<file path="config.mk">
export PLATFORM = sky130hd
export DESIGN_NAME = pipeline_stall_ctrl_flat
export DESIGN_NICKNAME = d
export VERILOG_FILES = /design/src/rtl/pipeline_stall_ctrl_if.sv /design/src/rtl/pipeline_stall_ctrl.sv /design/src/flat_wrapper.sv
export SDC_FILE = /design/constraint.sdc
export NUM_CORES = 1
export LEC_CHECK = 0
export ABC_CLOCK_PERIOD_IN_PS = 1900
export BUFFER_PORTS_ARGS = -buffer_cell sky130_fd_sc_hd__buf_2
export CAP_MARGIN = 30
export CORE_ASPECT_RATIO = 1.1
export CORE_MARGIN = 8
export CORE_UTILIZATION = 47
export CTS_BUF_LIST = sky130_fd_sc_hd__clkbuf_4
export CTS_CLUSTER_DIAMETER = 120
export DETAILED_ROUTE_END_ITERATION = 12
export PLACE_DENSITY = 0.78
export SYNTH_ARGS = -nofsm -noshare
export SYNTH_HDL_FRONTEND = slang
export SYNTH_SLANG_ARGS = --single-unit
</file>
<file path="constraint.sdc">
create_clock -name clk -period 1.9 [get_ports clk]
set_clock_uncertainty 0.15 [all_clocks]
set_input_delay 0.095 -clock clk [delete_from_list [all_inputs] [get_ports clk]]
set_output_delay 0.095 -clock clk [all_outputs]
set_load 0.02 [all_outputs]
</file>
<file path="src/rtl/pipeline_stall_ctrl_if.sv">
// rtl/pipeline_stall_ctrl_if.sv - hazard inputs and pipeline-register controls of the stall sequencer
interface pipeline_stall_ctrl_if #(
    parameter int CNT_W = 16
);
    logic [2:0]       id_rs;
    logic [2:0]       id_rt;
    logic             id_uses_rt;
    logic             ex_mem_read;
    logic [2:0]       ex_rd;
    logic             branch_taken;
    logic             mem_req;
    logic             mem_ready;
    logic             pc_en;
    logic             ifid_en;
    logic             ifid_flush;
    logic             idex_en;
    logic             idex_flush;
    logic             exmem_en;
    logic             memwb_en;
    logic             memwb_bubble;
    logic [1:0]       state;
    logic [CNT_W-1:0] stall_count;

    modport master (
        output id_rs, id_rt, id_uses_rt, ex_mem_read, ex_rd, branch_taken, mem_req, mem_ready,
        input  pc_en, ifid_en, ifid_flush, idex_en, idex_flush, exmem_en, memwb_en, memwb_bubble,
               state, stall_count
    );

    modport slave (
        input  id_rs, id_rt, id_uses_rt, ex_mem_read, ex_rd, branch_taken, mem_req, mem_ready,
        output pc_en, ifid_en, ifid_flush, idex_en, idex_flush, exmem_en, memwb_en, memwb_bubble,
               state, stall_count
    );
endinterface

</file>
<file path="src/rtl/pipeline_stall_ctrl.sv">
// rtl/pipeline_stall_ctrl.sv - load-use / branch / memory-wait stall sequencer for the 5-stage pipeline
module pipeline_stall_ctrl #(
    parameter int LOAD_STALLS = 1,
    parameter int CNT_W       = 16
) (
    input logic                clk,
    input logic                rst,
    pipeline_stall_ctrl_if.slave bus
);
    typedef enum logic [1:0] {
        RUN        = 2'd0,
        LOAD_STALL = 2'd1,
        MEM_WAIT   = 2'd2
    } state_t;

    state_t           state_q, state_d;
    state_t           ret_q, ret_d;
    state_t           eff_state;
    logic [2:0]       scnt_q, scnt_d;
    logic [CNT_W-1:0] count_q;
    logic             load_use;
    logic             hold;

    logic pc_en, ifid_en, ifid_flush, idex_en, idex_flush, exmem_en, memwb_en, memwb_bubble;

    assign load_use = bus.ex_mem_read && (bus.ex_rd != 3'd0) &&
                      ((bus.ex_rd == bus.id_rs) || (bus.id_uses_rt && (bus.ex_rd == bus.id_rt)));

    // While waiting, only mem_ready releases the freeze; the interrupted state resumes that cycle.
    assign eff_state = (state_q == MEM_WAIT) ? ret_q : state_q;
    assign hold      = (state_q == MEM_WAIT) ? !bus.mem_ready : (bus.mem_req && !bus.mem_ready);

    always_comb begin
        pc_en        = 1'b1;
        ifid_en      = 1'b1;
        ifid_flush   = 1'b0;
        idex_en      = 1'b1;
        idex_flush   = 1'b0;
        exmem_en     = 1'b1;
        memwb_en     = 1'b1;
        memwb_bubble = 1'b0;
        state_d      = state_q;
        ret_d        = ret_q;
        scnt_d       = scnt_q;

        if (rst) begin
            pc_en        = 1'b0;
            ifid_en      = 1'b0;
            idex_en      = 1'b0;
            exmem_en     = 1'b0;
            memwb_en     = 1'b0;
            ifid_flush   = 1'b1;
            idex_flush   = 1'b1;
            memwb_bubble = 1'b1;
            state_d      = RUN;
        end else if (hold) begin
            pc_en        = 1'b0;
            ifid_en      = 1'b0;
            idex_en      = 1'b0;
            exmem_en     = 1'b0;
            memwb_en     = 1'b0;
            memwb_bubble = 1'b1;
            state_d      = MEM_WAIT;
            ret_d        = eff_state;
        end else if (eff_state == LOAD_STALL) begin
            pc_en      = 1'b0;
            ifid_en    = 1'b0;
            idex_flush = 1'b1;
            if (scnt_q == 3'd1) begin
                state_d = RUN;
            end else begin
                state_d = LOAD_STALL;
            end
            scnt_d = scnt_q - 3'd1;
        end else begin
            state_d = RUN;
            if (bus.branch_taken) begin
                ifid_flush = 1'b1;
                idex_flush = 1'b1;
            end else if (load_use) begin
                pc_en      = 1'b0;
                ifid_en    = 1'b0;
                idex_flush = 1'b1;
                if (LOAD_STALLS > 1) begin
                    state_d = LOAD_STALL;
                    scnt_d  = 3'(LOAD_STALLS - 1);
                end
            end
        end
    end

    always_ff @(posedge clk) begin
        if (rst) begin
            state_q <= RUN;
            ret_q   <= RUN;
            scnt_q  <= 3'd0;
            count_q <= '0;
        end else begin
            state_q <= state_d;
            ret_q   <= ret_d;
            scnt_q  <= scnt_d;
            if (!pc_en && (count_q != {CNT_W{1'b1}})) begin
                count_q <= count_q + CNT_W'(1);
            end
        end
    end

    assign bus.pc_en        = pc_en;
    assign bus.ifid_en      = ifid_en;
    assign bus.ifid_flush   = ifid_flush;
    assign bus.idex_en      = idex_en;
    assign bus.idex_flush   = idex_flush;
    assign bus.exmem_en     = exmem_en;
    assign bus.memwb_en     = memwb_en;
    assign bus.memwb_bubble = memwb_bubble;
    assign bus.state        = state_q;
    assign bus.stall_count  = count_q;
endmodule
</file>
<file path="src/flat_wrapper.sv">
// flat-port wrapper written by rule: the top's interface ports become plain ports
module pipeline_stall_ctrl_flat 
#(
    parameter int LOAD_STALLS = 1,
    parameter int CNT_W       = 16
)
  (clk, rst, bus_id_rs, bus_id_rt, bus_id_uses_rt, bus_ex_mem_read, bus_ex_rd, bus_branch_taken, bus_mem_req, bus_mem_ready, bus_pc_en, bus_ifid_en, bus_ifid_flush, bus_idex_en, bus_idex_flush, bus_exmem_en, bus_memwb_en, bus_memwb_bubble, bus_state, bus_stall_count);
  pipeline_stall_ctrl_if #(.CNT_W(CNT_W)) bus_i ();
  input logic clk;
  input logic rst;
  input wire logic [$bits(bus_i.id_rs)-1:0] bus_id_rs;
  input wire logic [$bits(bus_i.id_rt)-1:0] bus_id_rt;
  input wire logic [$bits(bus_i.id_uses_rt)-1:0] bus_id_uses_rt;
  input wire logic [$bits(bus_i.ex_mem_read)-1:0] bus_ex_mem_read;
  input wire logic [$bits(bus_i.ex_rd)-1:0] bus_ex_rd;
  input wire logic [$bits(bus_i.branch_taken)-1:0] bus_branch_taken;
  input wire logic [$bits(bus_i.mem_req)-1:0] bus_mem_req;
  input wire logic [$bits(bus_i.mem_ready)-1:0] bus_mem_ready;
  output wire logic [$bits(bus_i.pc_en)-1:0] bus_pc_en;
  output wire logic [$bits(bus_i.ifid_en)-1:0] bus_ifid_en;
  output wire logic [$bits(bus_i.ifid_flush)-1:0] bus_ifid_flush;
  output wire logic [$bits(bus_i.idex_en)-1:0] bus_idex_en;
  output wire logic [$bits(bus_i.idex_flush)-1:0] bus_idex_flush;
  output wire logic [$bits(bus_i.exmem_en)-1:0] bus_exmem_en;
  output wire logic [$bits(bus_i.memwb_en)-1:0] bus_memwb_en;
  output wire logic [$bits(bus_i.memwb_bubble)-1:0] bus_memwb_bubble;
  output wire logic [$bits(bus_i.state)-1:0] bus_state;
  output wire logic [$bits(bus_i.stall_count)-1:0] bus_stall_count;
  assign bus_i.id_rs = bus_id_rs;
  assign bus_i.id_rt = bus_id_rt;
  assign bus_i.id_uses_rt = bus_id_uses_rt;
  assign bus_i.ex_mem_read = bus_ex_mem_read;
  assign bus_i.ex_rd = bus_ex_rd;
  assign bus_i.branch_taken = bus_branch_taken;
  assign bus_i.mem_req = bus_mem_req;
  assign bus_i.mem_ready = bus_mem_ready;
  assign bus_pc_en = bus_i.pc_en;
  assign bus_ifid_en = bus_i.ifid_en;
  assign bus_ifid_flush = bus_i.ifid_flush;
  assign bus_idex_en = bus_i.idex_en;
  assign bus_idex_flush = bus_i.idex_flush;
  assign bus_exmem_en = bus_i.exmem_en;
  assign bus_memwb_en = bus_i.memwb_en;
  assign bus_memwb_bubble = bus_i.memwb_bubble;
  assign bus_state = bus_i.state;
  assign bus_stall_count = bus_i.stall_count;
  pipeline_stall_ctrl #(.LOAD_STALLS(LOAD_STALLS), .CNT_W(CNT_W)) u_core (.clk(clk), .rst(rst), .bus(bus_i));
endmodule
</file>
==> results.ini, run 1 <==
[floorplan]
fp.dieW_microns = 65.3
die-height_microns = 70.3
core-area_sq_um = 2520
dieArea_sq_um = 4590
io_pins = 42
start_util_pct = 49.9
std_cell_rows = 19

[clock_network]
cts_tree = built
clockBufferDepth = 2
h-tree-depth = 1
clock-sinks = 23
cts-hold-fix-buffers = 0
cts_root_buffer = clkbuf_4
numCtsBuffers = 3
clock_insertion_delay_worst_skew_ns = 0.32
cts.reportedPaths.clkPinSlew_ns = 0.13

[logic_synthesis]
syn_inst = 149
syn-num-nets = 168
avgSynthCellArea_sq_um = 8.44
yosysUniqueCellTypes = 34
synth-seq-cells = 23
async_flop_share_pct = 0
syn_area_sq_um = 1260
yosysWarnings = 0
ys.flop_type = dfxtp_1
yosysSeqAreaShare_pct = 36.6
synth-edff-count = 0

[placement]
hpwl_mm = 2.86
pre_cts_ws_ns = -0.206
portBuffers = 41
place_congestion = 0.814

[grt]
antenna_found_initial = 0
grt_pass1_wl_mm = 6.34
grt_usage_pct = 16.9
grt_pass1_vias = 1385
overflow = 0
grt_max_degree = 24

[finish]
final_nets = 240
area_growth_pct = 53.4
drive_above_1_share_pct = 51.4
utilization_pct = 76.6
insertedDiodeCount = 0
layout_commonest_cell = buf_2
layout_common_cells = buf_2, buf_4, a21oi_1, nor2_1, dfxtp_2

[sta]
timing.fmax_mhz = 472
period_minus_slack_ns = 2.12
worstMarginPinSlew_ns = 0.493
drv_slew = 0
slew_headroom_pct = 66.9
rsz0062_at_grt = yes
period_share_pct = 111
hold_viol = 0
fin_ws_ns = -0.218
setup_violations = 13

[pwr]
power.density_nw_per_um2 = 498
p_leak_nw = 0.808
vdd_drop_max_mv = 0.517

[routing]
drcViolationCount = 0
drtIter0Drc = 107
routedWlPerCell_microns = 16.1
vias = 1402
detail_route.vias_per_cell = 5.59
routed_wl_mm = 4.05
drtAntennaViolNets = 0
drt_first_pass_iters = 4

[critical_path]
reg2reg_depth = 8
path_cells = ha_4, nand4_1, nor4_4, a2111oi_4, nor2_4, buf_12, or4_1, a21oi_1
crit_arrival_ns = 2.23
ff2ff_setup_slack_ns = -0.22
worstSetupEndpointType = flip-flop
cp_slowest_stage_delay_ns = 0.47
path_max_fanout = 11
crit_path_start_kind = flip-flop
rr_endpoint = u_core.bus.stall_count[15]
cp_slowest_cell = or4_1
crit-reg2reg-launch = u_core.bus.stall_count[1]
critPathRequiredTime_ns = 2.01
crit_type = reg -> reg

[hold_path]
hold_path_end = u_core.bus.stall_count[8]
min-delay-start = rst
hold_depth = 3
min_path_type = in -> reg

[run]
cap_violations = 0

[status]
status = finished with violations
violations = setup timing

-- worst max-delay path by stage --
| stage | startpoint | endpoint |
|---|---|---|
| 2_1_floorplan | u_core.bus.stall_count[1] | u_core.bus.stall_count[1] |
| 3_3_place_gp | bus_ex_rd[0] | u_core.bus.stall_count[9] |
| 3_5_place_dp | bus_ex_rd[1] | u_core.bus.stall_count[9] |
| 4_1_cts | u_core.bus.stall_count[1] | u_core.bus.stall_count[9] |
| 5_1_grt | u_core.bus.stall_count[1] | u_core.bus.stall_count[15] |
| 6_report | u_core.bus.stall_count[1] | u_core.bus.stall_count[15] |
-- critical path: cells and delay by family (launching register included) --
family	cells	cell delay (ns)
AOI/OAI and AO/OA	2	0.52
adders and majority gates	1	0.15
buffers and inverters	1	0.14
DFF	1	0.38
and+or+nand+nor	4	0.71
-- power breakdown --
| group | switching, mW | internal, mW | leakage (nW) |
|---|---|---|---|
| logic | 0.122 | 0.100 | 0.597 |
| clock network | 0.158 | 0.0790 | 0.0177 |
| registers | 0.00796 | 0.492 | 0.193 |
-- cell families after synthesis --
group / Yosys count / share of synthesized area, %
fa+ha+maj: 3 / 2.99
simple gates: 54 / 23.8
buf+inv: 16 / 6.87
flops: 23 / 36.6
xor+xnor: 12 / 8.36
compound gates: 40 / 20.6
mux: 1 / 0.796
-- metal layers --
metal	share of wire [%]	global-route usage, %
met1	37	17.4
met2	55	33.0
met3	5.6	2.71
met4	2.8	5.10
met5	0	0
-- timing repair --
action,CTS,global route
pin swaps,11,18
resized for setup,16,18
gates cloned,0,1
buffers inserted,2,2
setup endpoints to repair,17,19
-- cell type report --
cell class / count / area [sq um]
flip-flops and latches: 23 / 483
well taps: 31 / 38.8
fillers: 190 / 591
clock inverters: 1 / 5.00
multi-input cells: 110 / 837
clock buffers: 3 / 22.5
repair buffers: 74 / 509
inverters: 9 / 33.8
-- synthesized netlist by cell type (2+ instances only) --
master | n | area share (%)
or3_1 | 5 | 2.5
clkbuf_1 | 2 | 0.60
o31ai_1 | 6 | 3.6
a211oi_1 | 2 | 1.2
nand3_1 | 8 | 3.2
and3_1 | 4 | 2.0
a21oi_1 | 16 | 6.4
nand2_1 | 8 | 2.4
o21ai_1 | 4 | 1.6
inv_1 | 9 | 2.7
xnor2_1 | 8 | 5.6
buf_6 | 2 | 1.8
o21ai_0 | 6 | 2.4
xor2_1 | 4 | 2.8
nor2_1 | 12 | 3.6
nand4_1 | 5 | 2.5
buf_4 | 3 | 1.8
ha_1 | 3 | 3.0
or4_1 | 5 | 3.0
dfxtp_1 | 23 | 37
-- sequential cells by signal, summed over array words and instances (netlist names) --
signal and flops:
u_core.scnt_q 3, u_core.bus.state 2, u_core.ret_q 2, u_core.bus.stall_count 16
-- through the flow --
stage	power [mW]	setup TNS, ns	instance area, sq um	hold slack [ns]	std cells
final	0.960	-1.39	1930	0.0411	251
after global routing	0.991	-3.09	1930	0.0650	251
after CTS	0.929	-0.685	1810	0.0320	248
after detailed placement	0.695	-1.22	1730	0.332	242
after global placement	0.688	-0.540	1730	0.312	242
after floorplan	0.622	-0.577	1310	0.0178	149
No activity file was read; power rests on OpenSTA's default activity.
==> run 2: changes to the inputs <==
--- a/constraint.sdc
+++ b/constraint.sdc
@@ -3,3 +3,3 @@
 set_input_delay 0.095 -clock clk [delete_from_list [all_inputs] [get_ports clk]]
 set_output_delay 0.095 -clock clk [all_outputs]
-set_load 0.02 [all_outputs]
+set_load 0.05 [all_outputs]
==> results.ini, run 2 (synthesis gave the netlist of run 1 again) <==
[status]
status = finished with violations  ; unchanged
violations = setup timing  ; unchanged

[grt]
grt_pass1_wl_mm = 6.38  ; was 6.34 mm
antenna_found_initial = 0  ; unchanged
grt_pass1_vias = 1426  ; was 1385
overflow = 0  ; unchanged
grt_max_degree = 24  ; unchanged
grt_usage_pct = 17.4  ; was 16.9%

[critical_path]
critPathLaunch = u_core.bus.stall_count[7]  ; was u_core.bus.stall_count[1]
critPathRequiredTime_ns = 1.96  ; was 2.01 ns
crit-reg2reg-launch = u_core.bus.stall_count[7]  ; was u_core.bus.stall_count[1]
path_cells = nand4_1, nor4_4, a31oi_2, buf_4, buf_6, o21ai_2, xor2_1, nor2_1  ; was ha_4, nand4_1, nor4_4, a2111oi_4, nor2_4, buf_12, or4_1, a21oi_1
cp_slowest_stage_delay_ns = 0.47  ; about the same
rr_endpoint = u_core.bus.stall_count[5]  ; was u_core.bus.stall_count[15]
cp_slowest_cell = nor4_4  ; was or4_1
crit_path_start_kind = flip-flop  ; unchanged
cp_num_buf_inv = 2  ; was 1
ff2ff_setup_slack_ns = -0.31  ; was -0.22 ns
crit_type = reg -> reg  ; unchanged
reg2reg_depth = 8  ; unchanged
cp_top_family = simple AND/OR/NAND/NOR gates  ; unchanged
crit_arrival_ns = 2.28  ; was 2.23 ns
path_max_fanout = 4  ; was 11
worstSetupEndpointType = flip-flop  ; unchanged

[pwr]
vdd_drop_max_mv = 0.452  ; was 0.517 mV
p_leak_nw = 0.836  ; was 0.808 nW
power.density_nw_per_um2 = 510  ; was 498 nW/um^2

[floorplan]
core-area_sq_um = 2520  ; unchanged
die-height_microns = 70.3  ; unchanged
std_cell_rows = 19  ; unchanged
start_util_pct = 49.9  ; unchanged
io_pins = 42  ; unchanged
dieArea_sq_um = 4590  ; unchanged
fp.dieW_microns = 65.3  ; unchanged

[placement]
hpwl_mm = 2.83  ; was 2.86 mm
portBuffers = 41  ; unchanged
dpl.cell_count = 241  ; was 242
place_congestion = 0.813  ; was 0.814

[sta]
hold_viol = 0  ; unchanged
fin_ws_ns = -0.313  ; was -0.218 ns
worstMarginPinSlew_ns = 0.475  ; was 0.493 ns
setup_violations = 17  ; was 13
timing.fmax_mhz = 452  ; was 472 MHz
slew_headroom_pct = 68.1  ; was 66.9%
setup_tns_ns = -2.91  ; was -1.39 ns
period_share_pct = 116  ; was 111%
drv_slew = 0  ; unchanged
period_minus_slack_ns = 2.21  ; was 2.12 ns
rsz0062_at_grt = yes  ; unchanged

[finish]
insertedDiodeCount = 0  ; unchanged
fillCellCount = 145  ; was 190
drive_above_1_share_pct = 57.7  ; was 51.4%
final_cells = 253  ; was 251
final_nets = 242  ; was 240
ff_latch_area_sq_um = 513  ; was 483 sq um
multiInputGateArea_sq_um = 886  ; was 837 sq um
area_growth_pct = 65.0  ; was 53.4%
layout_common_cells = buf_2, buf_4, a21oi_1  ; was buf_2, buf_4, a21oi_1, nor2_1, dfxtp_2
layout_commonest_cell = buf_2  ; unchanged
largest_reg_flops = 16  ; unchanged

[clock_network]
cts_root_buffer = clkbuf_4  ; unchanged
cts-hold-fix-buffers = 0  ; unchanged
h-tree-depth = 1  ; unchanged
numCtsBuffers = 3  ; unchanged
cts.reportedPaths.clkPinSlew_ns = 0.13  ; about the same
clockBufferDepth = 2  ; unchanged
cts_tree = built  ; unchanged
clock-sinks = 23  ; unchanged
clock_insertion_delay_worst_skew_ns = 0.33  ; was 0.32 ns

[hold_path]
hold_depth = 3  ; unchanged
min-delay-start = rst  ; unchanged
min_path_type = in -> reg  ; unchanged
hold_path_end = u_core.bus.stall_count[10]  ; was u_core.bus.stall_count[8]

[routing]
drt_first_pass_iters = 4  ; unchanged
detail_route.vias_per_cell = 5.76  ; was 5.59
vias = 1458  ; was 1402
routedWlPerCell_microns = 17.6  ; was 16.1 microns
drtIter0Drc = 75  ; was 107
routed_wl_mm = 4.45  ; was 4.05 mm
drtAntennaViolNets = 0  ; unchanged
drcViolationCount = 0  ; unchanged

[run]
cap_violations = 0  ; unchanged

==> run 2: cell count changes in the layout (fill, tap and decap cells not counted), sizes merged <==
cell	change
inv	-1
clkinvlp	+1
clkbuf	+1
clkinv	-1
buf	+2
==> run 2: where the power goes <==
part / switching (mW) / total, mW / internal [mW]
sequential: 0.00924 / 0.489 / 0.480
combinational: 0.181 / 0.309 / 0.128
clock: 0.162 / 0.258 / 0.0967
==> run 2: layer usage <==
layer	vias up	GRT usage, %	part of all wire [%]
li1	684	-	-
met1	703	16.5	36
met2	54	32.4	55
met3	17	4.78	5.6
met4	0	9.22	4.0
met5	-	0	0
==> run 2: what timing repair did <==
action                     in CTS  in global routing
setup buffers                   3                  5
pin swaps                       8                 10
resized for setup              27                 27
setup endpoints to repair      17                 24
==> run 2: how the worst max path moves through the flow <==
stage | cells past startpoint | slack [ns] | to
2_1_floorplan | 8 | -0.18 | u_core.bus.stall_count[1]
3_3_place_gp | 8 | -0.09 | u_core.bus.stall_count[15]
3_5_place_dp | 8 | -0.14 | u_core.bus.stall_count[1]
4_1_cts | 8 | -0.14 | u_core.bus.stall_count[1]
5_1_grt | 8 | -0.36 | u_core.bus.stall_count[5]
6_report | 8 | -0.31 | u_core.bus.stall_count[5]
==> run 2: through the flow <==
stage | power [mW] | setup slack (ns) | cell area (sq um) | hold slack [ns] | utilization [%]
detailed placement | 0.742 | -0.138 | 1770 | 0.331 | 70.3
global route | 1.09 | -0.361 | 2070 | 0.0560 | 82.3
CTS | 1.03 | -0.135 | 1920 | 0.0362 | 76.0
global placement | 0.733 | -0.0870 | 1770 | 0.316 | 70.3
finish | 1.06 | -0.313 | 2070 | 0.0455 | 82.3
floorplan | 0.662 | -0.177 | 1360 | 0.0178 | -
==> run 2: tightest hold or removal path, stage by stage <==
cell	delay [ns]
buf_2	0.08
buf_4	0.27
a21oi_2	0.05
==> run 2: cell type report <==
cell class,instances,area share (%)
clock buffers,4,1.45
flip-flops and latches,23,24.7
repair buffers,76,27.4
inverters,9,1.81
multi-input cells,110,42.7
well taps,31,1.87
==> run 3: changes to the inputs <==
- CORE_MARGIN: 8 -> 1
- HOLD_SLACK_MARGIN: unset -> 0.1
==> results.ini, run 3 (synthesis gave the netlist of run 1 again) <==
[routing]
drcViolationCount = 0  ; unchanged
drt_first_pass_iters = 4  ; unchanged
vias = 1437  ; was 1458
routedWlPerCell_microns = 15.9  ; was 17.6 microns
routed_wl_mm = 3.99  ; was 4.45 mm
drtIter0Drc = 37  ; was 75
detail_route.vias_per_cell = 5.73  ; was 5.76
drtAntennaViolNets = 0  ; unchanged

[critical_path]
cp_slowest_stage_delay_ns = 0.46  ; was 0.47 ns
worstSetupEndpointType = flip-flop  ; unchanged
crit_path_start_kind = flip-flop  ; unchanged
cp.depth = 7  ; was 8
path_max_fanout = 20  ; was 4
cp_slowest_cell = or4_1  ; was nor4_4
cp_top_family = simple AND/OR/NAND/NOR gates  ; unchanged
cp_num_buf_inv = 1  ; was 2
path_cells = nor4bb_4, a21oi_4, a31oi_2, nor2_2, buf_12, or4_1, a21oi_1  ; was nand4_1, nor4_4, a31oi_2, buf_4, buf_6, o21ai_2, xor2_1, nor2_1
crit_type = reg -> reg  ; unchanged
crit_arrival_ns = 2.13  ; was 2.28 ns
reg2reg_depth = 7  ; was 8
critPathRequiredTime_ns = 2.00  ; was 1.96 ns

[finish]
area_growth_pct = 58.9  ; was 65.0%
utilization_pct = 79.3  ; was 82.3%
drive_above_1_share_pct = 51.8  ; was 57.7%
final_cells = 251  ; was 253
insertedDiodeCount = 0  ; unchanged
largest_reg_flops = 16  ; unchanged
final_nets = 240  ; was 242
fin_area_sq_um = 2000  ; was 2070 sq um
layout_commonest_cell = buf_2  ; unchanged
layout_common_cells = buf_2, buf_4, a21oi_1  ; unchanged

[grt]
grt_max_degree = 24  ; unchanged
grt_pass1_vias = 1355  ; was 1426
grt_pass1_wl_mm = 5.87  ; was 6.38 mm
grt_usage_pct = 26.4  ; was 17.4%
antenna_found_initial = 0  ; unchanged
overflow = 0  ; unchanged

[run]
cap_violations = 0  ; unchanged

[placement]
portBuffers = 41  ; unchanged
dpl.cell_count = 240  ; was 241
hpwl_mm = 2.43  ; was 2.83 mm
placed_area_sq_um = 1760  ; was 1770 sq um
place_congestion = 0.780  ; was 0.813

[clock_network]
h-tree-depth = 1  ; unchanged
clock_insertion_delay_worst_skew_ns = 0.31  ; was 0.33 ns
clockBufferDepth = 2  ; unchanged
clock-sinks = 23  ; unchanged
cts.reportedPaths.clkPinSlew_ns = 0.13  ; about the same
cts_root_buffer = clkbuf_4  ; unchanged
cts_tree = built  ; unchanged
numCtsBuffers = 3  ; unchanged

[hold_path]
hold_depth = 5  ; was 3
min_path_type = in -> reg  ; unchanged

[sta]
period_share_pct = 107  ; was 116%
fin_ws_ns = -0.130  ; was -0.313 ns
rsz0062_at_grt = yes  ; unchanged
worstMarginPinSlew_ns = 0.520  ; was 0.475 ns
timing.fmax_mhz = 493  ; was 452 MHz
period_minus_slack_ns = 2.03  ; was 2.21 ns
setup_violations = 18  ; was 17
slew_headroom_pct = 65.1  ; was 68.1%
hold_viol = 0  ; unchanged
drv_slew = 0  ; unchanged

[status]
status = finished with violations  ; unchanged
violations = setup timing  ; unchanged

[pwr]
power.density_nw_per_um2 = 509  ; was 510 nW/um^2
p_leak_nw = 0.807  ; was 0.836 nW
vdd_drop_max_mv = 0.463  ; was 0.452 mV

[floorplan]
io_pins = 42  ; unchanged
start_util_pct = 49.9  ; unchanged
die-height_microns = 56.3  ; was 70.3 microns
std_cell_rows = 19  ; unchanged
core-area_sq_um = 2520  ; unchanged
fp.dieW_microns = 51.3  ; was 65.3 microns
dieArea_sq_um = 2890  ; was 4590 sq um

[run 3: cell types whose count changed in the layout (fill, tap and decap cells not counted), moves of 2 or more]
cell,previous run,this run
buf_6,11,8
dfxtp_1,3,5
nand3_2,2,0
a21oi_1,12,14
dlygate4sd3_1,0,3
buf_4,27,25
dfxtp_2,9,7
a21oi_2,2,0
o21ai_2,2,4
[run 3: path summary, 6_finish.rpt]
check                            from                          to  slack [ns]
setup / recovery  u_core.bus.state[1]  u_core.bus.stall_count[15]       -0.13
hold / removal          bus_mem_ready         u_core.bus.state[1]        0.13
setup reg to reg  u_core.bus.state[1]  u_core.bus.stall_count[15]       -0.13
hold reg to reg       u_core.ret_q[0]             u_core.ret_q[0]        0.35
[run 3: tightest hold or removal path: stages]
cell	delay [ns]
buf_2	0.08
o21bai_2	0.13
buf_6	0.10
buf_4	0.12
nor2_1	0.04
[run 3: power breakdown]
| group | internal, mW | leakage, nW | switching [mW] |
|---|---|---|---|
| combinational | 0.114 | 0.591 | 0.172 |
| sequential | 0.480 | 0.198 | 0.00843 |
| clock | 0.0962 | 0.0184 | 0.147 |
| total | 0.690 | 0.807 | 0.328 |
[run 3: layout make-up]
cell class | count | area [sq um]
flip-flops and latches | 23 | 510
well taps | 31 | 38.8
multi-input cells | 110 | 838
fillers | 160 | 522
inverters | 9 | 37.5
repair buffers | 74 | 543
clock buffers | 4 | 30.0
[run 3: per-layer routing]
| metal | vias to the layer above | routed length (microns) | global-route usage (%) |
|---|---|---|---|
| li1 | 683 | - | - |
| met1 | 690 | 1550 | 30.7 |
| met2 | 56 | 2190 | 48.5 |
| met3 | 8 | 175 | 3.79 |
| met4 | 0 | 78 | 8.49 |
| met5 | - | 0 | 0 |
[run 3: stage by stage]
stage | power, mW | worst slack (ns) | hold slack (ns) | setup TNS (ns)
floorplan | 0.662 | -0.177 | 0.0178 | -1.31
global placement | 0.729 | -0.0886 | 0.316 | -0.478
detailed placement | 0.735 | -0.131 | 0.325 | -0.860
CTS | 1.00 | -0.101 | 0.111 | -0.466
global route | 1.06 | -0.209 | 0.139 | -2.35
finish | 1.02 | -0.130 | 0.128 | -1.11
[run 3: timing repair]
action,4_1_cts,5_1_grt
endpoints found under the hold margin,22,0
setup endpoints to repair,18,24
hold buffers,3,0
resized for setup,25,16
setup buffers,4,0
pin swaps,9,5
